File: src/rtl/regfile_read_pipe.sv
// Register file with one write port and two registered read ports with a shared valid flag.
// Optional macro REGFILE_BYPASS_EN forwards a same-edge write to a taken read of the same address.
module regfile_read_pipe #(
   parameter int unsigned WIDTH = 32,
   parameter int unsigned DEPTH = 32,
   parameter int unsigned AW    = 5
) (
   input  logic             clk,
   input  logic             reset,
   input  logic             wr_en,
   input  logic [AW-1:0]    wr_addr,
   input  logic [WIDTH-1:0] wr_data,
   input  logic             rd_req,
   input  logic [AW-1:0]    rs1_addr,
   input  logic [AW-1:0]    rs2_addr,
   input  logic             stall,
   output logic [WIDTH-1:0] rs1_data,
   output logic [WIDTH-1:0] rs2_data,
   output logic             rd_valid
);

   logic [WIDTH-1:0] mem [DEPTH];

   logic             wr_hit;
   logic             rd_take;
   logic [AW-1:0]    rd_addr [2];
   logic [WIDTH-1:0] rd_next [2];

   // Entry 0 is never written, so it stays at its reset value of zero.
   assign wr_hit  = wr_en && (wr_addr != '0) && (32'(wr_addr) < DEPTH);
   assign rd_take = rd_req && !stall;

   assign rd_addr[0] = rs1_addr;
   assign rd_addr[1] = rs2_addr;

   always_comb begin
      for (int p = 0; p < 2; p++) begin
         rd_next[p] = '0;
         if ((rd_addr[p] != '0) && (32'(rd_addr[p]) < DEPTH)) begin
`ifdef REGFILE_BYPASS_EN
            if (wr_hit && (wr_addr == rd_addr[p])) begin
               rd_next[p] = wr_data;
            end else begin
               rd_next[p] = mem[rd_addr[p]];
            end
`else
            rd_next[p] = mem[rd_addr[p]];
`endif
         end
      end
   end

   always_ff @(posedge clk) begin
      if (reset) begin
         for (int unsigned i = 0; i < DEPTH; i++) begin
            mem[i] <= '0;
         end
         rs1_data <= '0;
         rs2_data <= '0;
         rd_valid <= 1'b0;
      end else begin
         if (wr_hit) begin
            mem[wr_addr] <= wr_data;
         end
         // A stall freezes the whole output stage; without one, data only moves on a request.
         if (!stall) begin
            rd_valid <= rd_req;
         end
         if (rd_take) begin
            rs1_data <= rd_next[0];
            rs2_data <= rd_next[1];
         end
      end
   end

endmodule
File: config.mk
export PLATFORM = sky130hd
export DESIGN_NAME = regfile_read_pipe
export DESIGN_NICKNAME = d
export VERILOG_FILES = /design/src/rtl/regfile_read_pipe.sv
export SDC_FILE = /design/constraint.sdc
export NUM_CORES = 2
export LEC_CHECK = 0
export CORE_MARGIN = 2
export CORE_UTILIZATION = 55
export DETAILED_ROUTE_END_ITERATION = 10
export MAX_ROUTING_LAYER = met4
export PLACE_DENSITY_LB_ADDON = 0.25
export SLEW_MARGIN = 20
export SYNTH_ARGS = -nofsm -noshare
export SYNTH_HDL_FRONTEND = slang
export SYNTH_SLANG_ARGS = --single-unit
File: constraint.sdc
create_clock -name clk -period 6.3 [get_ports clk]
set_input_delay 0.945 -clock clk [delete_from_list [all_inputs] [get_ports clk]]
set_output_delay 0.945 -clock clk [all_outputs]
set_load 0.01 [all_outputs]
==> qor.csv <==
stage;metric;value;unit
status;outcome;finished, final reports clean;
worst_setup_path;crit path DAT;4.51;ns
clock_network;Hold Buf Count CTS;0;
place;Post-DP HPWL;118;mm
pwr;Pwr Total;17.4;mW
yosys;Synth Flop Type;edfxtp_1;
clock_network;Resized Gates After CTS;0;
timing;RSZ-0062 raised after global routing;no;
place;Inst Count DP;5319;
finish;Final nets;4107;
timing;Slew Viols, Final;0;
finish;Post-Route Utilization;61.3;%
place;port bufs;116;
detailed_routing;DR WL/cell;35.3;µm
timing;hold slack;0.506;ns
finish;count of filler cells inserted in the layout;7620;
floorplan;# rows;118;
hold_path;hold crit path type;flop to flop;
finish;Reg area;32100;µm²
finish;area delta synth->final;10.8;%
global_route;initial antenna violation count;13;
global_route;All-Layer GR Usage;37.6;%
yosys;syn_area_per_cell;14.0;µm²
floorplan;Die Span X;327;µm
hold_path;Hold EP;rd_valid;
detailed_routing;Final ANT Viol Nets;0;
detailed_routing;Vias/cell;7.00;
worst_setup_path;Critical Path Start;wr_addr[1];
pwr;Pwr Density;274;nW/µm²
finish;multi-input logic area;23700;µm²
worst_setup_path;kind of critical path;primary input to flop;
place;placed cell area;59700;µm²
yosys;library cells used by synthesis;47;
detailed_routing;Initial DRC Count;6470;
finish;most frequent cells in the layout;and2_1 (1044), edfxtp_1 (1024), mux2i_1 (404), mux4_2 (321);
timing;measured slew at the worst slew-check pin;1.24;ns
worst_setup_path;CP Max Fanout;33;
yosys;post-synthesis register bit count;1089;
clock_network;CTS tree;done;
worst_setup_path;Worst R2R Path Depth;4;
detailed_routing;residual DRC count;0;
yosys;EDFF count, synth;1024;
job;Max-cap violations;0;
place;RePlAce Congestion;0.921;
global_route;Overflow after GRT;0;
timing;post-route setup slack;2.12;ns
worst_setup_path;Crit Reg-Reg Startpoint;mem[29][23];
hold_path;HP Start;rd_valid;
worst_setup_path;CP required;6.63;ns
timing;clock skew;0.0271;ns
timing;fin crit share;66.3;%
clock_network;htree depth;3;
yosys;cell count after synthesis;4102;
worst_setup_path;worst reg2reg setup slack;4.16;ns
finish;Non-Filler Instances;5545;
yosys;Post-synth ARST share;0;%
yosys;mapped cell area;57300;µm²
clock_network;Post-CTS Setup Inserts;0;
pwr;Pleak;22.4;nW
clock_network;CTS root buf;clkbuf_16;
detailed_routing;aggregate routed wire length;196;mm
floorplan;Initial Util;55.4;%
yosys;Ys Warns;0;
finish;share of layout cells above drive strength 1;18.8;%
pwr;VDD IR max;0.000263;V
finish;Final Instance Area;63500;µm²
detailed_routing;DRT Pass-1 Iters;6;
timing;setup tns final;0;ns
hold_path;worst hold stages;2;
floorplan;Core Region;103000;µm²
clock_network;Num CTS Buffers;113;
timing;Peak Freq;239;MHz
worst_setup_path;R2R Path End;rs2_data[23];
yosys;post-synthesis sequential area ratio;55.9;%
floorplan;die area;107000;µm²
clock_network;Sink Count;1089;
global_route;vias in the first global route;37662;
worst_setup_path;Worst setup EP type;flop;
timing;Finish-stage setup viols;0;
floorplan;Top Ports;117;
global_route;largest net degree at the start of global routing;103;
finish;commonest non-fill, non-tap cell in the layout;and2_1;
timing;min cycle time layout;4.18;ns
timing;Slew HR;17.2;%
floorplan;die height;327;µm
worst_setup_path;Worst setup SP type;primary input;
clock_network;Worst-path clk slew;0.06;ns
detailed_routing;Vias;38817;
global_route;first-pass GRT wire length;276;mm
timing;Final Hold Vio Count;0;
place;DP Worst Slack;1.58;ns
clock_network;clk buf depth;3;
clock_network;Worst-Skew Late Latency;0.73;ns
[how the worst max path moves through the flow]
stage | to | slack (ns)
3_3_place_gp | mem[9][7] | 1.68
3_5_place_dp | mem[9][14] | 1.58
4_1_cts | mem[9][30] | 2.30
6_report | mem[9][16] | 2.12
5_1_grt | mem[9][8] | 2.12
2_1_floorplan | mem[0][0] | 3.47
[per-layer routing]
metal,routed length [µm],up-vias,track usage (%)
met5,0,-,-
met3,27100,587,10.5
met2,87200,3118,54.5
met1,71600,19636,50.1
met4,9910,0,16.2
li1,-,15476,-
[final cells by class]
cell class                      instances  share of cell area [%]
Sequential cell                      1089                    50.5
Multi-Input combinational cell       2582                    37.3
Clock buffer                          152                    4.91
Timing Repair Buffer                  236                    3.34
Tap cell                             1380                    2.72
Clock inverter                         62                    1.01
Inverter                               33                   0.195
Antenna cell                           11                  0.0434
[power breakdown]
part | switching [mW] | internal (mW) | leakage (nW)
clock | 2.93 | 3.95 | 1.84
combinational | 1.17 | 0.768 | 10.3
sequential | 0.261 | 8.32 | 10.3
[synth_stat cells (all sizes together), types with 37 or more instances]
master     n  area, µm²
buf      110        694
mux2i    404       4040
a22oi     95        713
o22ai     63        394
mux2      64        721
dfxtp     65       1300
nor2      72        270
edfxtp  1024      30700
a21oi     37        185
and2    1047       6550
a211oi    42        315
mux4     321       7230
clkbuf   319       1200
[flip-flops by register name (all words and copies together) (netlist names)]
name / cells
rs1_data: 32
mem: 1024
rs2_data: 32
rd_valid: 1
[worst max-delay path, stage by stage]
cell and delay (ns):
clkdlybuf4s50_1 0.47, nand4bb_1 1.02, nor2_4 1.12, or2_2 0.93
[kinds of logic after synthesis]
family | count (synthesis) | share of synthesized area [%]
other cells | 1 | 0.00654
compound gates | 454 | 5.82
mux | 789 | 20.9
simple gates | 1307 | 13.8
flops | 1089 | 55.9
buf+inv | 462 | 3.52
Power figures use the tool's default switching activity.
